<file path="src/rtl/snake_pkg.sv">
// rtl/snake_pkg.sv - shared encodings and defaults for the snake controller and field stage
package snake_pkg;

  localparam int SIZE_X_DEF = 10;
  localparam int SIZE_Y_DEF = 10;

  localparam logic [15:0] STEP_COUNT_MAX = 16'hFFFF;

  typedef enum logic [1:0] {
    DIR_UP    = 2'd0,
    DIR_RIGHT = 2'd1,
    DIR_DOWN  = 2'd2,
    DIR_LEFT  = 2'd3
  } dir_t;

  typedef enum logic [1:0] {
    ST_IDLE  = 2'd0,
    ST_START = 2'd1,
    ST_RUN   = 2'd2,
    ST_DEAD  = 2'd3
  } state_t;

  // btns = {up, right, down, left}; up wins, left only when nothing else is held
  function automatic dir_t dir_pick(input logic [3:0] btns);
    casez (btns)
      4'b1???: dir_pick = DIR_UP;
      4'b01??: dir_pick = DIR_RIGHT;
      4'b001?: dir_pick = DIR_DOWN;
      default: dir_pick = DIR_LEFT;
    endcase
  endfunction

endpackage

</file>
<file path="src/rtl/btn_debounce.sv">
// rtl/btn_debounce.sv - two-flop synchronizer followed by a counting debouncer
module btn_debounce #(
  parameter int DEB_CYCLES = 250_000
) (
  input  logic clk,
  input  logic rst,
  input  logic btn_in,
  output logic btn_out
);

  localparam int CNT_W = (DEB_CYCLES > 1) ? $clog2(DEB_CYCLES + 1) : 1;
  localparam logic [CNT_W-1:0] CNT_LAST = CNT_W'(DEB_CYCLES - 1);

  logic             sync1;
  logic             sync2;
  logic [CNT_W-1:0] cnt;

  // The output flips on the DEB_CYCLES-th consecutive disagreeing sample.
  always_ff @(posedge clk) begin
    if (rst) begin
      sync1   <= 1'b0;
      sync2   <= 1'b0;
      btn_out <= 1'b0;
      cnt     <= '0;
    end else begin
      sync1 <= btn_in;
      sync2 <= sync1;
      if (sync2 == btn_out) begin
        cnt <= '0;
      end else if (cnt == CNT_LAST) begin
        btn_out <= sync2;
        cnt     <= '0;
      end else begin
        cnt <= cnt + CNT_W'(1);
      end
    end
  end

endmodule

</file>
<file path="src/rtl/snake_ctrl.sv">
// rtl/snake_ctrl.sv - game controller: button conditioning, game FSM, step timing and seed
module snake_ctrl
  import snake_pkg::*;
#(
  parameter int SIZE_X      = SIZE_X_DEF,
  parameter int SIZE_Y      = SIZE_Y_DEF,
  parameter int SBITS       = $clog2(SIZE_X * SIZE_Y),
  parameter int STEP_PERIOD = 25_000_000,
  parameter int DEB_CYCLES  = 250_000
) (
  input  logic             clk,
  input  logic             rst,
  input  logic             btn_up,
  input  logic             btn_right,
  input  logic             btn_down,
  input  logic             btn_left,
  input  logic             btn_start,
  input  logic             snake_alive,
  output logic             start,
  output logic             step,
  output logic [1:0]       snake_dir,
  output logic [SBITS-1:0] seed,
  output logic             game_over,
  output logic [15:0]      step_count
);

  localparam int TICK_W = (STEP_PERIOD > 1) ? $clog2(STEP_PERIOD) : 1;
  localparam logic [TICK_W-1:0] TICK_LAST = TICK_W'(STEP_PERIOD - 1);
  localparam logic [SBITS-1:0]  SEED_LAST = SBITS'(SIZE_X * SIZE_Y - 1);

  logic              up_db;
  logic              right_db;
  logic              down_db;
  logic              left_db;
  logic              start_db;
  logic              start_q;
  logic [3:0]        dir_btns;
  state_t            state;
  logic [TICK_W-1:0] tick;

  btn_debounce #(.DEB_CYCLES(DEB_CYCLES)) u_deb_up    (.clk(clk), .rst(rst), .btn_in(btn_up),    .btn_out(up_db));
  btn_debounce #(.DEB_CYCLES(DEB_CYCLES)) u_deb_right (.clk(clk), .rst(rst), .btn_in(btn_right), .btn_out(right_db));
  btn_debounce #(.DEB_CYCLES(DEB_CYCLES)) u_deb_down  (.clk(clk), .rst(rst), .btn_in(btn_down),  .btn_out(down_db));
  btn_debounce #(.DEB_CYCLES(DEB_CYCLES)) u_deb_left  (.clk(clk), .rst(rst), .btn_in(btn_left),  .btn_out(left_db));
  btn_debounce #(.DEB_CYCLES(DEB_CYCLES)) u_deb_start (.clk(clk), .rst(rst), .btn_in(btn_start), .btn_out(start_db));

  assign dir_btns = {up_db, right_db, down_db, left_db};

  // Seed keeps running in every state so apple placement depends on player timing.
  always_ff @(posedge clk) begin
    if (rst) begin
      seed <= '0;
    end else if (seed == SEED_LAST) begin
      seed <= '0;
    end else begin
      seed <= seed + SBITS'(1);
    end
  end

  always_ff @(posedge clk) begin
    if (rst) begin
      state      <= ST_IDLE;
      start      <= 1'b0;
      step       <= 1'b0;
      snake_dir  <= DIR_RIGHT;
      game_over  <= 1'b0;
      step_count <= '0;
      tick       <= '0;
      start_q    <= 1'b0;
    end else begin
      start   <= 1'b0;
      step    <= 1'b0;
      start_q <= start_db;
      case (state)
        ST_IDLE, ST_DEAD: begin
          if (start_db && !start_q) begin
            state      <= ST_START;
            start      <= 1'b1;
            game_over  <= 1'b0;
            snake_dir  <= DIR_RIGHT;
            step_count <= '0;
            tick       <= '0;
          end
        end
        ST_START: begin
          state <= ST_RUN;
        end
        ST_RUN: begin
          if (dir_btns != 4'b0000) begin
            snake_dir <= dir_pick(dir_btns);
          end
          // A death seen on the last tick swallows that tick's step.
          if (!snake_alive) begin
            state     <= ST_DEAD;
            game_over <= 1'b1;
            tick      <= '0;
          end else if (tick == TICK_LAST) begin
            tick <= '0;
            step <= 1'b1;
            if (step_count != STEP_COUNT_MAX) begin
              step_count <= step_count + 16'd1;
            end
          end else begin
            tick <= tick + TICK_W'(1);
          end
        end
        default: begin
          state <= ST_IDLE;
        end
      endcase
    end
  end

endmodule

</file>
<file path="config.mk">
export PLATFORM = sky130hd
export DESIGN_NAME = snake_ctrl
export DESIGN_NICKNAME = d
export VERILOG_FILES = /design/src/rtl/snake_pkg.sv /design/src/rtl/btn_debounce.sv /design/src/rtl/snake_ctrl.sv
export SDC_FILE = /design/constraint.sdc
export NUM_CORES = 1
export LEC_CHECK = 0
export BUFFER_PORTS_ARGS = -buffer_cell sky130_fd_sc_hd__buf_2
export CAP_MARGIN = 15
export CORE_ASPECT_RATIO = 0.7
export CORE_UTILIZATION = 40
export CTS_CLUSTER_DIAMETER = 100
export DETAILED_ROUTE_END_ITERATION = 8
export GPL_ROUTABILITY_DRIVEN = 1
export PLACE_DENSITY = 0.54
export SYNTH_ARGS = -nofsm -noshare
export SYNTH_HDL_FRONTEND = slang
export SYNTH_SLANG_ARGS = --single-unit
</file>
<file path="constraint.sdc">
create_clock -name clk -period 2.6 [get_ports clk]
set_input_delay 0.52 -clock clk [delete_from_list [all_inputs] [get_ports clk]]
set_output_delay 0.52 -clock clk [all_outputs]
set_load 0.02 [all_outputs]
</file>
* Yosys cells after proc, flatten, opt, wreduce, memory -nomap -nowiden
Index checks and enable logic that the tools add are counted.
** Word-level totals
- Flip-flop bits (word level) :: 161
- Input bits :: 8
- Output and inout port bits :: 28
- Logic and storage cells :: 113
** Operators by class
- Add/sub/neg operators :: 8
- Equal/unequal tests :: 24
- Muxes and demuxes :: 20
- Bitwise operators :: 8
- Reduce and logical (&&, ||, !) cells :: 24
** Operators by type and width (count)
- 18-bit by 1-bit adder with 18-bit output (second input constant) :: 5
- 18-bit == test (second input constant) :: 5
- 25-bit 2-to-1 mux :: 3
- 16-bit 2-to-1 mux :: 4
- 25-bit case mux with 2 select lines :: 1
- 16-bit case mux with 2 select lines :: 1
- 25-bit by 1-bit adder with 25-bit output (second input constant) :: 1
- 25-bit == test (second input constant) :: 1
- 3-bit OR reduction :: 6
- 16-bit by 1-bit adder with 16-bit output (second input constant) :: 1
- 16-bit inequality test (second input constant) :: 1
- 2-bit AND reduction :: 7
- 2-bit inequality test (second input constant) :: 6
- 2-bit case mux with 3 select lines :: 2
- 1-bit NOT :: 8
- 7-bit by 1-bit adder with 7-bit output (second input constant) :: 1
- 7-bit == test (second input constant) :: 1
- 2-bit 2-to-1 mux :: 3
- 3-bit AND reduction :: 2
- 2-bit OR reduction :: 3
- 1-bit == test :: 5
- 5-bit AND reduction :: 1
- 2-bit by 1-bit == test with 1-bit output (second input constant) :: 2
- 2-bit == test (second input constant) :: 2
- other kinds (9) :: 12

* Longest topological paths before layout
- Word-level depth :: 5
- Depth in mapped cells :: 9
- Depth with buffers taken out :: 7

* Cells and area by module
From an unflattened synthesis, not the netlist that was laid out.
** Unflattened totals
- Cells, all modules :: 857
- Area, all modules :: 7422.1 um^2
** By module, submodules not included
- btn_debounce :: times used 5, cells an instance 104, area an instance 914.6 um^2, sequential area each 420.4 um^2
- snake_ctrl :: times used 1, cells an instance 337, area an instance 2849.0 um^2, sequential area each 1121.1 um^2

* Worst setup path before layout
No wires, ideal clock.
- Path type :: register to register
- Start point :: register state[0]
- End point :: register tick[10]
- Setup time :: 0.128 ns
- Arrival :: 2.047 ns
- Required time :: 2.472 ns
- Setup slack :: 0.425 ns
- Stages on the path, launching flop included :: 10
- Path buffers :: 2
- Clock period less this slack :: 2.175 ns
- Path through :: dfxtp_1 inv_1 ha_1 clkbuf_1 nand3b_1 nand2_1 inv_1 o21bai_1 clkbuf_1 nor2_1
** Between the ends
- Longest elaborated chain between the ends :: 4
- Elaborated cells on any way between the ends :: 8
- Those cells by class :: 3 x eq/ne; 1 x mux; 4 x reduce/logical
** Ends and longest elaborated chain
- start, declared :: RTL line snake_ctrl.sv:38 : state_t state;
- start signal, assigned :: RTL line snake_ctrl.sv:62 : state <= ST_IDLE;
- start signal, assigned :: RTL line snake_ctrl.sv:77 : state <= ST_START;
- start signal, assigned :: RTL line snake_ctrl.sv:86 : state <= ST_RUN;
- 2-bit == test / 2-bit zero test (equally long branches) :: RTL line snake_ctrl.sv:74 : case (state)
- 2-bit OR reduction :: RTL line snake_ctrl.sv:74
- 2-bit inequality test (no line) / 2-bit nonzero test (equally long branches)
- 2-bit AND reduction (no line)
- end signal, assigned :: RTL line snake_ctrl.sv:104 : tick <= tick + TICK_W'(1);
- end, declared :: RTL line snake_ctrl.sv:39 : logic [TICK_W-1:0] tick;
Several ways; a longest one is shown, not always the timed one.
A chain may end at the register's enable or synchronous reset.

* Worst setup path after layout
- Start point :: register state[0]
- End point :: register tick[8]
The elaborated chain is that of the path after synthesis.

==> impl_metrics.tcl <==
set metrics [dict create \
    fin_crit_sh_pct 92.66 \
    clk_pin_slew_ps 60 \
    synth_edf_count 0 \
    diodes 0 \
    drt.antenna.violating_nets 0 \
    multi_input_area_sq_um 3775 \
    worstPathArrival_ps 2720 \
    core.rowCount 40 \
    hold_ws_ps 309.0 \
    initial_core_util_pct 41.46 \
    cts_tree "built" \
    dieArea_sq_um 18600 \
    antenna_found_initial 0 \
    cts.sinks 161 \
    crit_chain "inv_1, ha_1, nand3b_1, a211oi_1, and3_1, xnor2_1, nor2_1" \
    drt_iter0_drc 416 \
    fin_tns_setup_ps 0 \
    cts_made_buffers 17 \
    fillCellCount 1655 \
    grt_pass1_vias 5569 \
    place_ws_ps 254.8 \
    routedWlPerCell_um 13.69 \
    dp_hpwl_mm 10.76 \
    reg2reg_slack_ps 190 \
    ys_ff_latch 161 \
    async_reset_ff_share_pct 0 \
    finalSetupViolations 0 \
    grt_max_degree 21 \
    crit_type "flop to flop" \
    via_count 5813 \
    timing.fmax_mhz 415.1 \
    fin_ws_ps 190.7 \
    syn_nets 854 \
    firstDrtPassIters 5 \
    synth-simple-area-share_pct 29.58 \
    regArea_sq_um 3223 \
    finalMaxSlewViolations 0 \
    period_needed_ps 2409 \
    gp_congestion 0.8586 \
    post-route-util_pct 47.65 \
    clk_path_buf_depth 2 \
    fin_worst_skew_ps 8.152 \
    cts_hold_buf 0 \
    grt_pass1_wl_mm 26.24 \
    crit_path_top_delay_cell "a211oi_1" \
    slew-limit-headroom_pct 47.02 \
    p_leak_nw 2.660 \
    status "finished, final reports clean" \
    ir_drop_uv 362.9 \
    holdPathStages 2 \
    clock_latency_ps 430 \
    synthCells 836 \
    finalHoldViolations 0 \
    synthAdderAreaFrac_pct 1.733 \
    syn_area_sq_um 7221 \
    root_buffer "clkbuf_16" \
    post_cts_buffers 0 \
    critPathLaunch "state[0]" \
    syn_to_final_growth_pct 14.94 \
    p_comb_share_pct 12.4 \
    p_sw_mw 1.587 \
    cp-start-kind "flop" \
    synth-compound-area-share_pct 6.429 \
    rr_startpoint "state[0]" \
    critPathCaptureType "flop" \
    power.internal_mw 4.357 \
    synth_xor_area_share_pct 13.71 \
    clockPowerShare_pct 44.9 \
    die_width_um 162.6 \
    slowest_delay_ps 740 \
    yosys_warnings 0 \
    worst_pin_slew_ps 790.0 \
    hp-start "btn_start" \
    grt_usage_pct 17.53 \
    switching_share_pct 26.70 \
    drv_cap 0 \
    final_nets 896 \
    rsz0062_at_grt "false" \
    core_area_sq_um 17420 \
    power_mw 5.944 \
    synth_mux_area_share_pct 0.8317 \
    pwr-share-seq_pct 42.6 \
    cts_max_level 4 \
    yosys_most_used_dff "dfxtp_1" \
    avgSynthCellArea_sq_um 8.637 \
    die_h_um 114.4 \
    cp_max_fo 8 \
    hold_class "input pin to flop" \
    power.density_nw_per_um2 716.2 \
    synth_top_family_by_area "simple AND/OR/NAND/NOR gates" \
    reg2reg_depth 7 \
    drive_gt1_share_pct 10.33 \
    r2r_end "tick[8]" \
    drt-total-wl_mm 15.36 \
    portBuffers 35 \
    synth_cell_types 57 \
    ios 36 \
    cts_resized 0 \
    yosysSeqAreaShare_pct 44.64 \
    hold_end "u_deb_start.sync1" \
    viasPerCell 5.181 \
    grt_remaining_overflow 0 \
    route.detailed.drc 0 \
    required_ps 2910 \
]
==> worst max path at each step <==
stage | endpoint | slack (ps) | depth (start not counted)
2_1_floorplan | tick[10] | 430 | 9
3_3_place_gp | step_count[15] | 330 | 6
3_5_place_dp | step_count[15] | 250 | 7
4_1_cts | tick[8] | 180 | 7
5_1_grt | step_count[15] | 10 | 7
6_report | tick[8] | 190 | 7
==> synthesized netlist by cell type, types with 8 or more instances <==
cell	instances	share of area [%]
nor2_1	172	8.9
dfxtp_1	161	45
xnor2_1	70	8.5
nand3_1	50	3.5
nand2_1	48	2.5
xor2_1	43	5.2
inv_1	27	1.4
nand4_1	24	2.1
a21oi_1	21	1.5
nor3_1	20	1.4
clkbuf_1	18	0.94
nor4_1	16	1.4
nor2b_1	15	1.3
or3_1	15	1.3
and4_1	13	1.6
ha_1	10	1.7
nor4b_1	10	1.2
o21ai_0	10	0.69
and3_1	8	0.69
o31ai_1	8	0.83
==> flip-flops by register name (all words and copies together), names as in the netlist, 2 cells and up <==
signal	count
seed	7
snake_dir	2
state	2
step_count	16
tick	25
u_deb_down.cnt	18
u_deb_left.cnt	18
u_deb_right.cnt	18
u_deb_start.cnt	18
u_deb_up.cnt	18
==> critical path: cells and delay by family (launching register included) <==
kind	cells	cell delay (ps)
compound gates	1	740
xor+xnor	1	120
buf+inv	1	70
fa+ha+maj	1	380
simple gates	3	620
flops	1	370
==> cell families after synthesis <==
kind of cell,after synthesis
buf+inv,53
mux,6
flops,161
simple gates,425
fa+ha+maj,10
xor+xnor,113
compound gates,68
==> per-stage QoR <==
stage          area, sq um  instances
2_1_floorplan         7221        836
3_3_place_gp          7669       1090
3_5_place_dp          7669       1090
4_1_cts               8299       1122
5_1_grt               8299       1122
6_report              8299       1122
==> layout make-up <==
| cell class | count | area share [%] |
|---|---|---|
| Inverter | 27 | 1.221 |
| Multi-Input combinational cell | 622 | 45.48 |
| Sequential cell | 161 | 38.84 |
| Clock buffer | 17 | 5.126 |
| Tap cell | 231 | 3.483 |
| Clock inverter | 15 | 2.472 |
| Timing Repair Buffer | 49 | 3.377 |
==> power by group through the flow <==
stage	sequential [mW]	combinational, mW	clock, mW
after CTS	2.53	0.729	2.74
after floorplan	2.59	0.517	0
final	2.53	0.740	2.67
after global routing	2.54	0.813	2.85
after detailed placement	2.59	0.727	0
after global placement	2.58	0.693	0
==> metal layers <==
layer  share of wire (%)  global-route usage [%]  wire length, um  up-vias
met4                 1.5                   6.791              237        0
met1                  51                   23.91             7839     2700
met5                   0                       0                0        -
met3                 4.4                   4.201              671       19
li1                    -                       -                -     2968
met2                  43                   26.72             6615      126
==> cell usage in the layout (no fill, tap or decap), types with 3 or more instances in the layout <==
master / n
o2111ai_1: 4
nor4b_1: 10
o31ai_1: 8
xor2_1: 43
a31oi_1: 6
buf_4: 14
clkinvlp_4: 3
a21oi_1: 21
and4_1: 13
buf_2: 35
ha_1: 10
nor4_1: 16
inv_1: 27
o21ai_0: 10
bufinv_16: 4
a211oi_1: 4
inv_6: 4
nor3_1: 20
or3_1: 15
nand2b_1: 5
nand2_1: 48
or4_1: 6
nor2b_1: 15
nor2_1: 172
mux2i_1: 6
and3_1: 8
nand4_1: 24
and2_1: 5
clkbuf_16: 17
dfxtp_1: 161
xnor2_1: 70
nand3_1: 50
nand3b_1: 3
Note: power is estimated with default switching activity, not from simulation.
